**src/rtl/mire_wshb_writer_pkg.sv**
```systemverilog
// Shared types and constants for the test-pattern Wishbone writer.
package mire_wshb_writer_pkg;

  typedef enum logic [1:0] {
    IDLE,
    WRITE,
    RELEASE
  } wr_state_t;

  localparam logic [2:0]  CTI_INCR  = 3'b010;
  localparam logic [2:0]  CTI_END   = 3'b111;
  localparam logic [23:0] RGB_WHITE = 24'hFFFFFF;
  localparam int          GRID_W    = 4;
  localparam int          CW        = 16;

  function automatic logic [23:0] bar_rgb(
    input logic [2:0] idx
  );
    return {{8{idx[2]}}, {8{idx[1]}}, {8{idx[0]}}};
  endfunction

endpackage

```
**src/rtl/mire_pattern.sv**
```systemverilog
// Colour bars plus grid, from pixel coordinates.
// MIRE_ANIM_EN: bars scroll by frame_cnt pixels.
module mire_pattern
  import mire_wshb_writer_pkg::*;
(
  input  logic [9:0]        x,
  input  logic [GRID_W-1:0] y,
`ifdef MIRE_ANIM_EN
  input  logic [9:0]        frame_cnt,
`endif
  output logic [23:0]       rgb
);

  logic [9:0] xs;
  logic       pat_unused;

`ifdef MIRE_ANIM_EN
  assign xs = x + frame_cnt;
`else
  assign xs = x;
`endif

  // Grid lines stay put; only the bars move.
  always_comb begin
    rgb = bar_rgb(xs[9:7]);
    if (x[GRID_W-1:0] == '0 || y == '0)
      rgb = RGB_WHITE;
  end

  assign pat_unused = ^xs[6:0];

endmodule

```
**src/rtl/mire_wshb_writer.sv**
```systemverilog
// Wishbone master filling the framebuffer with a test pattern.
// MIRE_ANIM_EN: horizontally scrolling bars.
module mire_wshb_writer
  import mire_wshb_writer_pkg::*;
#(
  parameter int HDISP     = 800,
  parameter int VDISP     = 480,
  parameter int BURST_LEN = 64
) (
  input  logic        clk,
  input  logic        rst,
  input  logic        en,
  output logic [31:0] adr,
  output logic [31:0] dat_ms,
  output logic [3:0]  sel,
  output logic        we,
  output logic        cyc,
  output logic        stb,
  output logic [2:0]  cti,
  output logic [1:0]  bte,
  input  logic        ack,
  output logic        frame_done
);

  localparam int BW = $clog2(BURST_LEN);

  wr_state_t     state, state_nx;
  logic [CW-1:0] x, y;
  logic [BW-1:0] beat;
  logic          x_end, last_pix, last_beat, acc;
  logic [23:0]   rgb;

  assign x_end     = x == CW'(HDISP - 1);
  assign last_pix  = x_end && (y == CW'(VDISP - 1));
  assign last_beat = (beat == BW'(BURST_LEN - 1)) || last_pix;
  assign acc       = (state == WRITE) && ack;

  always_comb begin
    state_nx = state;
    unique case (state)
      IDLE:    if (en) state_nx = WRITE;
      WRITE:   if (ack && last_beat) state_nx = RELEASE;
      RELEASE: state_nx = en ? WRITE : IDLE;
      default: state_nx = IDLE;
    endcase
  end

  always_ff @(posedge clk) begin
    if (rst) begin
      state      <= IDLE;
      x          <= '0;
      y          <= '0;
      adr        <= '0;
      beat       <= '0;
      frame_done <= 1'b0;
    end else begin
      state      <= state_nx;
      frame_done <= acc && last_pix;
      if (acc) begin
        beat <= last_beat ? '0 : beat + BW'(1);
        if (last_pix) begin
          x   <= '0;
          y   <= '0;
          adr <= '0;
        end else begin
          adr <= adr + 32'd4;
          if (x_end) begin
            x <= '0;
            y <= y + CW'(1);
          end else begin
            x <= x + CW'(1);
          end
        end
      end
    end
  end

`ifdef MIRE_ANIM_EN
  logic [9:0] frame_cnt;

  always_ff @(posedge clk) begin
    if (rst)
      frame_cnt <= '0;
    else if (acc && last_pix)
      frame_cnt <= frame_cnt + 10'd1;
  end

  mire_pattern u_pat (
    .x         (x[9:0]),
    .y         (y[GRID_W-1:0]),
    .frame_cnt (frame_cnt),
    .rgb       (rgb)
  );
`else
  mire_pattern u_pat (
    .x   (x[9:0]),
    .y   (y[GRID_W-1:0]),
    .rgb (rgb)
  );
`endif

  assign cyc    = state == WRITE;
  assign stb    = cyc;
  assign cti    = last_beat ? CTI_END : CTI_INCR;
  assign dat_ms = {8'h00, rgb};
  assign sel    = 4'b1111;
  assign we     = 1'b1;
  assign bte    = 2'b00;

endmodule

```
**config.mk**
```make
export PLATFORM = sky130hd
export DESIGN_NAME = mire_wshb_writer
export DESIGN_NICKNAME = d
export VERILOG_FILES = /design/src/rtl/mire_wshb_writer_pkg.sv /design/src/rtl/mire_pattern.sv /design/src/rtl/mire_wshb_writer.sv
export SDC_FILE = /design/constraint.sdc
export NUM_CORES = 1
export LEC_CHECK = 0
export BUFFER_PORTS_ARGS = -buffer_cell sky130_fd_sc_hd__clkbuf_2
export CAP_MARGIN = 5
export CORE_MARGIN = 2
export CORE_UTILIZATION = 50
export DETAILED_ROUTE_END_ITERATION = 10
export MAX_ROUTING_LAYER = met4
export PLACE_DENSITY = 0.74
export SYNTH_ARGS = -nofsm -noshare
export SYNTH_HDL_FRONTEND = slang
export SYNTH_SLANG_ARGS = --single-unit
```
**constraint.sdc**
```tcl
create_clock -name clk -period 2 [get_ports clk]
set_input_delay 0.3 -clock clk [delete_from_list [all_inputs] [get_ports clk]]
set_output_delay 0.3 -clock clk [all_outputs]
set_load 0.05 [all_outputs]
```
==> out/metrics.yaml <==
clock_network:
  cts.clk_slew.worst_paths_ns: 0.08
  cts_root_buf: "clkbuf_8"
  cts.sinks: 71
  ctsHoldBuffers: 0
  cts_tree: "built"
  clk_latency_ns: 0.35
  h-tree-depth: 3
  cts_buffer_depth: 2
  cts_buffers: 9
synthesis:
  yosys.area_share.adder: 0.0199
  yosys.area_share.xor_xnor: 0.132
  synth_top_family_by_area: "simple AND/OR/NAND/NOR gates"
  yosysTopAreaCell: "dfxtp_1"
  synth_area_leaders: "dfxtp_1 38%, buf_4 8.5%, xor2_1 8.1%"
  muxShareOfSynthArea: 0.00530
  synthSimpleGateAreaFrac: 0.305
  mappedNetlistArea_sq_um: 3780
  yosysTopAreaCellShare: 0.376
  ys_types: 49
  synth-edff-count: 0
  synth_compound_area_frac: 0.0384
  synthFlopType: "dfxtp_1"
  syn_area_per_cell_sq_um: 8.49
  async_flop_share: 0
  synthCells: 445
  ys_ff_latch: 71
  yosysWarnings: 0
  ys_seq_area_frac: 0.376
sta:
  fin_crit_ns: 2.04
  maxSlewViolCount: 0
  setup_violations: 20
  period_share: 1.02
  worst_slack_ns: -0.0425
  max_freq_mhz: 490
  hold_viol: 0
  tns_ns: -0.461
  rsz0062_at_grt: "yes"
  clock_skew_ns: 0.00939
  finalHoldWorstSlack_ns: 0.192
worst_hold_path:
  min-delay-path-class: "in -> reg"
  hold_end: "state[0]$_SDFFE_PP0P_"
  min_from: "en"
  hold_depth: 3
detailed_routing:
  dr.pass1.iters: 4
  antenna_left: 0
  wl_per_cell_um: 15.0
  drt-initial-drc-count: 141
  routed_wl_um: 9170
  viasPerCell: 5.28
  drc_errors: 0
  vias: 3220
critical_path:
  critPathBufInv: 4
  ff2ff_path_depth: 8
  path_class: "reg -> out"
  arrival_ns: 1.74
  crit_chain: "buf_6 > inv_4 > ha_4 > a22oi_2 > buf_4 > nand2b_4 > clkbuf_16"
  critPathRequiredTime_ns: 1.70
  r2r_slack_ns: 0.15
  path_delay_family: "buffers and inverters"
  worst-path-max-fanout: 8
  crit_path_end_kind: "output pin"
  reg2reg_from: "x[0]$_SDFFE_PP0P_"
  reg2reg_to: "adr[29]$_SDFFE_PP0P_"
  crit_path_start_kind: "flop"
  slowest_stage: "dfxtp_2"
  max_stage_delay_ns: 0.34
outcome:
  violations: "setup timing"
  status: "complete, but fails checks"
place:
  pre_cts_ws_ns: 0.0540
  io_buffers: 62
  dp_cells: 579
  globalplace.congestion: 0.882
  dpl_cell_area_sq_um: 3980
  post-dp-hpwl_um: 5330
floorplan:
  core_area_sq_um: 7290
  core.rowCount: 31
  start_util: 0.518
  die_w_um: 90.9
  io_pins: 81
  die-area_sq_um: 8270
  die_h_um: 90.9
power_and_ir_drop:
  finalPower_mw: 3.03
  p_per_area_nw_per_um2: 627
  peakVddDrop_v: 0.000332
  leakage_nw: 1.90
final_layout:
  fin_util: 0.663
  nets: 516
  drive_gt1_frac: 0.282
  stdcell_count: 610
  area_growth_pct: 27.9
  design_area_sq_um: 4830
  diodes: 0
run:
  drv_cap: 0
grt:
  grt_pass1_vias: 2952
  antenna_found_initial: 0
  grt_pass1_wl_um: 14600
  grt_max_degree: 43
  grt_overflow: 0
  grt.total_usage: 0.223
[worst min-delay path, stage by stage]
cell and delay (ns):
clkbuf_2 0.08, nand2b_1 0.06, a21oi_1 0.05
[layer usage]
metal,up-vias,GRT usage,part of all wire
met5,-,-,0
met4,0,0.0707,0.011
met3,12,0.0556,0.046
met2,98,0.366,0.50
met1,1535,0.269,0.44
li1,1575,-,-
[registers in the layout (all words and copies together) (netlist names)]
register    flops
adr            30
x              16
y              16
beat            6
state           2
frame_done      1
[placed cells by master (no fill, tap or decap), types with 3 or more instances in the layout]
cell type  synthesis  layout
nor4_1             8       8
buf_8              0      14
conb_1             2      18
and4_1             8       7
xor2_1            35      35
nand3_1           27      27
clkbuf_16          0      11
nand4_1           21      21
nand2_1           35      35
nand2b_4           0       3
a31oi_1            3       3
dfxtp_1           71      63
buf_4             43      25
dfxtp_2            0       6
nor3_1            15      13
nor2_1            68      68
xnor2_1           22      22
and3_1             5       5
nor2_2             6       6
a21oi_1            8       8
bufinv_16          0       3
clkbuf_2           0      36
clkbuf_8           0      12
inv_1             12      10
[worst max path at each step]
stage / start / endpoint / slack [ns] / cells after the start
4_1_cts: y[0]$_SDFFE_PP0P_ / dat_ms[22] / -0.04 / 7
3_5_place_dp: y[1]$_SDFFE_PP0P_ / cti[0] / 0.05 / 6
6_report: y[0]$_SDFFE_PP0P_ / dat_ms[19] / -0.04 / 7
2_1_floorplan: adr[3]$_SDFFE_PP0P_ / adr[26]$_SDFFE_PP0P_ / 0.007 / 7
3_3_place_gp: x[0]$_SDFFE_PP0P_ / cti[2] / 0.11 / 6
5_1_grt: y[0]$_SDFFE_PP0P_ / dat_ms[19] / -0.12 / 7
[cells in the mapped netlist (8+ instances only)]
cell type and instances:
nand4_1 21, a21oi_1 8, inv_1 12, dfxtp_1 71, xnor2_1 22, buf_4 43
nor4_1 8, nor2_1 68, and4_1 8, nand2_1 35, nand3_1 27, xor2_1 35
nor3_1 15
[where the power goes]
| part | internal, mW | leakage [nW] | switching, mW |
|---|---|---|---|
| registers | 1.42 | 0.577 | 0.00880 |
| clock network | 0.858 | 0.122 | 0.554 |
| logic | 0.0389 | 1.20 | 0.151 |
[area by class of cell]
type	count	area, sq um
clock buffers	10	138
inverters	12	50.0
well taps	99	124
repair buffers	91	932
fillers	542	2460
flip-flops and latches	71	1440
multi-input cells	321	2050
clock inverters	6	108
[kinds of logic (layout without fill, tap and decap cells)]
kind of cell / count (synthesis) / count (layout)
XOR/XNOR: 57 / 57
flip-flops: 71 / 71
AND/OR/NAND/NOR: 217 / 217
AO/OA/AOI/OAI: 21 / 21
multiplexers: 2 / 2
buffers and inverters: 69 / 119
adder cells (fa/ha/maj): 6 / 6
other: 2 / 18
[timing repair]
item,CTS,global route
pin swaps,5,2
gates cloned,0,1
gates resized for setup,90,15
setup buffers,11,3
setup endpoints to repair,26,45
(Power assumes the default switching activity.)
